<file path="config.mk">
export PLATFORM = sky130hd
export DESIGN_NAME = icache_responder
export DESIGN_NICKNAME = d
export VERILOG_FILES = /design/src/rtl/icache_responder_pkg.sv /design/src/rtl/icache_frame_array.sv /design/src/rtl/icache_responder.sv
export SDC_FILE = /design/constraint.sdc
export NUM_CORES = 1
export LEC_CHECK = 0
export ABC_AREA = 0
export CAP_MARGIN = 0
export CELL_PAD_IN_SITES_DETAIL_PLACEMENT = 1
export CELL_PAD_IN_SITES_GLOBAL_PLACEMENT = 1
export CORE_MARGIN = 2
export CORE_UTILIZATION = 30
export CTS_BUF_LIST = sky130_fd_sc_hd__clkbuf_4 sky130_fd_sc_hd__clkbuf_8
export CTS_CLUSTER_DIAMETER = 120
export DETAILED_ROUTE_END_ITERATION = 10
export DONT_BUFFER_PORTS = 1
export PLACE_DENSITY_LB_ADDON = 0.05
export RECOVER_POWER = 100
export SYNTH_ARGS = -nofsm -noshare
export SYNTH_HDL_FRONTEND = slang
export SYNTH_SLANG_ARGS = --single-unit
</file>
<file path="constraint.sdc">
create_clock -name CLK -period 6.9 [get_ports CLK]
set_clock_uncertainty 0.2 [all_clocks]
set_input_delay 0.69 -clock CLK [delete_from_list [all_inputs] [get_ports CLK]]
set_output_delay 0.69 -clock CLK [all_outputs]
set_load 0.05 [all_outputs]
</file>
<file path="src/rtl/icache_responder_pkg.sv">
// -----------------------------------------------------------------------------
// icache_responder_pkg
// Shared types and constants for the direct-mapped instruction cache.
//   icache_state_t : responder FSM states (IDLE, FILL)
//   icachef_t      : fetch address split {tag, idx, bytoff} for the default
//                    geometry (ICACHE_SETS frames)
//   icache_frame_t : one frame {valid, tag, data} for the default geometry
//   word_align()   : clears the byte offset of a byte address
// -----------------------------------------------------------------------------
package icache_responder_pkg;

  localparam int ICACHE_SETS  = 16;
  localparam int ICACHE_IDX_W = $clog2(ICACHE_SETS);
  localparam int ICACHE_TAG_W = 30 - ICACHE_IDX_W;

  typedef enum logic {
    IDLE = 1'b0,
    FILL = 1'b1
  } icache_state_t;

  typedef struct packed {
    logic [ICACHE_TAG_W-1:0] tag;
    logic [ICACHE_IDX_W-1:0] idx;
    logic [1:0]              bytoff;
  } icachef_t;

  typedef struct packed {
    logic                    valid;
    logic [ICACHE_TAG_W-1:0] tag;
    logic [31:0]             data;
  } icache_frame_t;

  // Memory side only ever sees word addresses.
  function automatic logic [31:0] word_align(input logic [31:0] addr);
    return {addr[31:2], 2'b00};
  endfunction

endpackage

</file>
<file path="src/rtl/icache_frame_array.sv">
// -----------------------------------------------------------------------------
// icache_frame_array
// Storage for the direct-mapped instruction cache: one valid bit, one tag and
// one data word per frame.
//   CLK, nRST        : clock, asynchronous active-low reset (clears valid bits)
//   clr_i            : synchronous bulk clear of every valid bit
//   we_i, widx_i,
//   wtag_i, wdata_i  : write port, installs a frame and sets its valid bit
//   ridx_i           : combinational read index
//   rvalid_o, rtag_o,
//   rdata_o          : read port outputs
// Bulk clear has priority over a write in the same cycle.
// -----------------------------------------------------------------------------
module icache_frame_array
  import icache_responder_pkg::*;
#(
  parameter int SETS  = ICACHE_SETS,
  parameter int IDX_W = $clog2(SETS),
  parameter int TAG_W = 30 - IDX_W
) (
  input  logic             CLK,
  input  logic             nRST,
  input  logic             clr_i,
  input  logic             we_i,
  input  logic [IDX_W-1:0] widx_i,
  input  logic [TAG_W-1:0] wtag_i,
  input  logic [31:0]      wdata_i,
  input  logic [IDX_W-1:0] ridx_i,
  output logic             rvalid_o,
  output logic [TAG_W-1:0] rtag_o,
  output logic [31:0]      rdata_o
);

  logic [SETS-1:0]  valid_q;
  logic [SETS-1:0]  valid_d;
  logic [TAG_W-1:0] tag_q  [SETS];
  logic [31:0]      data_q [SETS];

  // Next valid vector: bulk clear first, then a single-frame install.
  always_comb begin
    valid_d = valid_q;
    if (clr_i) begin
      valid_d = '0;
    end else if (we_i) begin
      valid_d[widx_i] = 1'b1;
    end else begin
      valid_d = valid_q;
    end
  end

  // Valid bits are the only state that needs reset.
  always_ff @(posedge CLK or negedge nRST) begin
    if (!nRST) begin
      valid_q <= '0;
    end else begin
      valid_q <= valid_d;
    end
  end

  // Tag and data payload, written on install only.
  always_ff @(posedge CLK) begin
    if (we_i) begin
      tag_q[widx_i]  <= wtag_i;
      data_q[widx_i] <= wdata_i;
    end
  end

  assign rvalid_o = valid_q[ridx_i];
  assign rtag_o   = tag_q[ridx_i];
  assign rdata_o  = data_q[ridx_i];

endmodule

</file>
<file path="src/rtl/icache_responder.sv">
// -----------------------------------------------------------------------------
// icache_responder
// Direct-mapped, read-only instruction cache between the fetch stage and the
// memory arbiter. Hits are answered combinationally; a miss issues one
// single-word read, installs the returned word, then serves the hit.
//   CLK, nRST            : clock, asynchronous active-low reset
//   imemREN, imemaddr    : fetch request / byte address (bits [1:0] ignored)
//   ihit, imemload       : hit strobe and instruction word (0 when no hit)
//   iinvalidate          : one-cycle pulse clearing every valid bit
//   iREN, iaddr          : memory read request / word address (held in FILL)
//   iwait, iload         : memory busy / read data (taken when iREN && !iwait)
// Optional build macro ICACHE_STATS_EN adds saturating hit_count and
// miss_count outputs; without it the core behaviour is identical.
// -----------------------------------------------------------------------------
module icache_responder
  import icache_responder_pkg::*;
#(
  parameter int SETS = ICACHE_SETS
) (
  input  logic        CLK,
  input  logic        nRST,
  input  logic        imemREN,
  input  logic [31:0] imemaddr,
  output logic        ihit,
  output logic [31:0] imemload,
  input  logic        iinvalidate,
  output logic        iREN,
  output logic [31:0] iaddr,
  input  logic        iwait,
  input  logic [31:0] iload
`ifdef ICACHE_STATS_EN
  ,
  output logic [31:0] hit_count,
  output logic [31:0] miss_count
`endif
);

  localparam int IDX_W = $clog2(SETS);
  localparam int TAG_W = 30 - IDX_W;

  icache_state_t state_q, state_d;
  logic [31:0]   miss_addr_q, miss_addr_d;
  logic          drop_q, drop_d;

  logic [IDX_W-1:0] req_idx_s;
  logic [TAG_W-1:0] req_tag_s;
  logic [IDX_W-1:0] miss_idx_s;
  logic [TAG_W-1:0] miss_tag_s;
  logic             rvalid_s;
  logic [TAG_W-1:0] rtag_s;
  logic [31:0]      rdata_s;
  logic             lookup_hit_s;
  logic             fill_we_s;
  logic             start_fill_s;
  logic             unused_s;

  assign req_idx_s    = imemaddr[IDX_W+1:2];
  assign req_tag_s    = imemaddr[31:IDX_W+2];
  assign miss_idx_s   = miss_addr_q[IDX_W+1:2];
  assign miss_tag_s   = miss_addr_q[31:IDX_W+2];
  assign lookup_hit_s = imemREN && rvalid_s && (rtag_s == req_tag_s);
  assign unused_s     = ^imemaddr[1:0];

  icache_frame_array #(
    .SETS  (SETS),
    .IDX_W (IDX_W),
    .TAG_W (TAG_W)
  ) u_frames (
    .CLK      (CLK),
    .nRST     (nRST),
    .clr_i    (iinvalidate),
    .we_i     (fill_we_s),
    .widx_i   (miss_idx_s),
    .wtag_i   (miss_tag_s),
    .wdata_i  (iload),
    .ridx_i   (req_idx_s),
    .rvalid_o (rvalid_s),
    .rtag_o   (rtag_s),
    .rdata_o  (rdata_s)
  );

  // FSM next state, fill control and datapath-facing outputs.
  always_comb begin
    state_d      = state_q;
    miss_addr_d  = miss_addr_q;
    drop_d       = drop_q;
    ihit         = 1'b0;
    imemload     = 32'h0000_0000;
    iREN         = 1'b0;
    iaddr        = 32'h0000_0000;
    fill_we_s    = 1'b0;
    start_fill_s = 1'b0;
    case (state_q)
      IDLE: begin
        if (iinvalidate) begin
          // Every frame is being cleared this edge: no hit, no new fill.
          state_d = IDLE;
        end else if (lookup_hit_s) begin
          ihit     = 1'b1;
          imemload = rdata_s;
        end else if (imemREN) begin
          miss_addr_d  = word_align(imemaddr);
          drop_d       = 1'b0;
          start_fill_s = 1'b1;
          state_d      = FILL;
        end else begin
          state_d = IDLE;
        end
      end
      FILL: begin
        iREN  = 1'b1;
        iaddr = miss_addr_q;
        if (!iwait) begin
          // An invalidate anywhere in the fill, including this edge, drops it.
          fill_we_s = !(drop_q || iinvalidate);
          drop_d    = 1'b0;
          state_d   = IDLE;
        end else if (iinvalidate) begin
          drop_d = 1'b1;
        end else begin
          drop_d = drop_q;
        end
      end
      default: begin
        state_d = IDLE;
      end
    endcase
  end

  // FSM state, latched miss address and sticky drop flag.
  always_ff @(posedge CLK or negedge nRST) begin
    if (!nRST) begin
      state_q     <= IDLE;
      miss_addr_q <= 32'h0000_0000;
      drop_q      <= 1'b0;
    end else begin
      state_q     <= state_d;
      miss_addr_q <= miss_addr_d;
      drop_q      <= drop_d;
    end
  end

`ifdef ICACHE_STATS_EN
  logic [31:0] hit_count_q;
  logic [31:0] miss_count_q;

  // Saturating statistics; deliberately untouched by iinvalidate.
  always_ff @(posedge CLK or negedge nRST) begin
    if (!nRST) begin
      hit_count_q  <= 32'h0000_0000;
      miss_count_q <= 32'h0000_0000;
    end else begin
      if (ihit && (hit_count_q != 32'hFFFF_FFFF)) begin
        hit_count_q <= hit_count_q + 32'd1;
      end
      if (start_fill_s && (miss_count_q != 32'hFFFF_FFFF)) begin
        miss_count_q <= miss_count_q + 32'd1;
      end
    end
  end

  assign hit_count  = hit_count_q;
  assign miss_count = miss_count_q;
`else
  logic unused_stats_s;
  assign unused_stats_s = start_fill_s;
`endif

endmodule

</file>
==> flow_summary.yaml <==
timing:
  finalCriticalPeriod_ns: 5.833
  hold_viol_final: 0
  finalCritPeriodShare_pct: 84.53
  fin_setup_tns_ns: 0
  fmax_ghz: 0.1714
  rsz0062_at_grt: "false"
  setup_viol: 0
  worst_slew_pin_slew_ns: 3.816
  slew_viol_final: 947
  slew_headroom_pct: -154.4
critical_path:
  r2r_start: "state_q$_DFF_PN0_"
  cp-endpoint: "miss_addr_q[21]$_DFFE_PN0P_"
  rrSetupSlack_ns: 1.20
  crit_required_ns: 7.41
  r2r_end: "u_frames.tag_q[14][24]$_DFFE_PP_"
  worst_setup_path_end_kind: "flop"
  r2r_cells: 5
  worst_setup_path_startpoint: "imemaddr[4]"
  critical-path-max-stage-delay_ns: 2.21
  worstSetupPathType: "in2reg"
  worstPathMaxFanout: 235
  cp.arrival_ns: 6.34
  slowest_stage: "a31oi_1"
  worstPathCellList: "mux4_2 -> nor2b_1 -> a211oi_1 -> a21oi_1 -> xnor2_1 -> and4_1 -> a31oi_1 -> clkbuf_1 -> mux2_1"
  start_kind: "primary input"
synth:
  avgSynthCellArea_sq_um: 22.45
  synthArstFlopShare_pct: 4.918
  seq_area_frac_synth_pct: 76.13
  ys.flop_type: "edfxtp_1"
  synth_cell_types: 57
  syn-cell-area_sq_um: 38180
  synth_seq_cells: 976
  synth-edff-count: 928
  yosys_warnings: 0
  netlist_instances: 1701
pwr:
  p_per_area_nw_per_um2: 293.2
  p_leak_nw: 14.00
  total_power_mw: 12.90
  peakVddDrop_mv: 0.1853
clock_network:
  post_cts_buffers: 0
  worstSkewPairLatency_ns: 0.85
  cts_root_buf: "clkbuf_8"
  cts.sinks: 976
  htreeDepth: 4
  cts-buffers-inserted: 176
  cts_buffer_depth: 3
  cts_tree: "yes"
  path_clk_slew_ns: 0.05
floorplan:
  fp.dieH_um: 360.7
  die_w_um: 360.7
  start_util_pct: 30.33
  ios: 135
  core_sq_um: 125900
  fp-row-count: 130
  dieArea_sq_um: 130100
global_routing:
  use_met1_pct: 21.77
  grt_max_degree: 236
  gr-usage-met3_pct: 3.348
  grt-ovfl-total: 0
  first_global_vias: 20280
  grtUsageMet2_pct: 29.19
  grt_antenna_before_repair: 16
  grt_first_pass_wirelength_mm: 154.9
  top_usage_layer: "met2"
  grt_use_total_pct: 16.99
drt:
  wl_per_cell_um: 29.54
  routed_wl_mm: 109.1
  drc: 0
  viasPerCell: 4.861
  drtIter0Drc: 1138
  drtPass1Iterations: 5
  postRouteAntennaNets: 0
  num_vias: 17960
run_status:
  violations: "max-capacitance violations, max-slew violations"
  status: "complete, but fails checks"
place:
  port-buffer-count: 0
  gp_congestion: 0.6643
  place.detailed.hpwl_mm: 53.56
hold_path:
  min_from: "u_frames.valid_q[12]$_DFFE_PN0P_"
  hold_path_class: "reg2reg"
cells_and_area:
  layout_common_cells: "edfxtp_1 (928), mux4_2 (227), clkbuf_8 (185)"
  multi_input_area_sq_um: 8531
  final_common_cell: "edfxtp_1"
  synthToLayoutAreaGrowth_pct: 15.23
  register_area_sq_um: 29070
  fin_nets: 1965
  drive_gt1_share_pct: 27.72
  fillers: 12280
flow_run:
  max_cap_violations: 36
[cell type report]
type | count | share of cell area [%]
repair buffers | 104 | 1.851
inverters | 5 | 0.04835
diodes | 13 | 0.07395
multi-input cells | 633 | 19.39
well taps | 1650 | 4.693
clock buffers | 276 | 7.341
clock inverters | 37 | 0.5262
flip-flops and latches | 976 | 66.08
[Yosys cell counts (3+ instances only)]
master,number,share of area (%)
mux2i_1,86,2.3
mux2_2,9,0.27
inv_1,4,0.039
a31oi_1,3,0.049
mux2_4,28,1.1
a22oi_1,17,0.33
a22o_1,3,0.069
nor2_1,48,0.47
buf_4,13,0.26
clkbuf_1,34,0.33
buf_2,27,0.35
dfrtp_1,48,3.1
xor2_1,18,0.41
nand2_1,13,0.13
o21ai_0,3,0.039
a32oi_1,5,0.11
buf_6,12,0.35
nor3b_1,4,0.079
mux4_2,227,13
and2_1,36,0.59
o211ai_1,3,0.059
nand2b_1,4,0.066
a21oi_1,6,0.079
nor2b_1,40,0.66
mux4_1,13,0.89
edfxtp_1,928,73
a221oi_1,4,0.092
nand4_1,3,0.049
xnor2_1,16,0.37
nand3_1,5,0.066
nor3_1,7,0.092
[worst min path at each step]
stage,end,cells after the start
floorplan,drop_q$_DFFE_PN0P_,0
global placement,miss_addr_q[15]$_DFFE_PN0P_,0
detailed placement,miss_addr_q[15]$_DFFE_PN0P_,0
CTS,state_q$_DFF_PN0_,3
global route,miss_addr_q[27]$_DFFE_PN0P_,2
finish,u_frames.valid_q[12]$_DFFE_PN0P_,2
[sequential cells by signal, indices dropped and copies added (netlist names)]
register          flops
u_frames.data_q     512
u_frames.valid_q     16
u_frames.tag_q      416
state_q               1
miss_addr_q          30
drop_q                1
[critical path: cells and delay by family]
kind            cells  cell delay, ns
xor+xnor            1            0.18
simple gates        2            0.42
buf+inv             1            0.77
compound gates      3            2.71
mux                 2            1.13
[repair_timing]
item                                   CTS  global route
hold buffers                            66             0
resized for setup                        0             0
endpoints found under the hold margin  608             0
[routing by layer]
| metal | up-vias | share of wire, % |
|---|---|---|
| li1 | 7552 | - |
| met1 | 9856 | 44 |
| met2 | 350 | 51 |
| met3 | 187 | 3.3 |
| met4 | 10 | 2.1 |
| met5 | - | 0.065 |
[cell families (layout without fill, tap and decap cells)]
group / after synthesis / after routing / share of synthesized area, %
compound gates: 62 / 62 / 1.331
xor+xnor: 34 / 34 / 0.7799
buf+inv: 93 / 422 / 1.367
flops: 976 / 976 / 76.13
mux: 363 / 363 / 17.91
other cells: 1 / 15 / 0.009822
simple gates: 172 / 172 / 2.474
[power by group]
part           switching (mW)  internal, mW
combinational           0.339         0.273
sequential              0.185          6.71
clock                    2.40          2.99
[through the flow]
stage	utilization (%)	instances	hold slack (ns)	setup WS [ns]	cell area [sq um]
3_3_place_gp	31.91	3302	0.1967	1.691	40170
3_5_place_dp	31.91	3302	0.1967	1.717	40170
6_report	34.94	3694	0.2948	1.067	43990
5_1_grt	34.93	3688	0.2508	0.6005	43980
2_1_floorplan	-	1702	0.1944	0.6775	38180
4_1_cts	35.19	3681	0.02406	1.164	44310
Note: power is estimated with default switching activity, not from simulation.
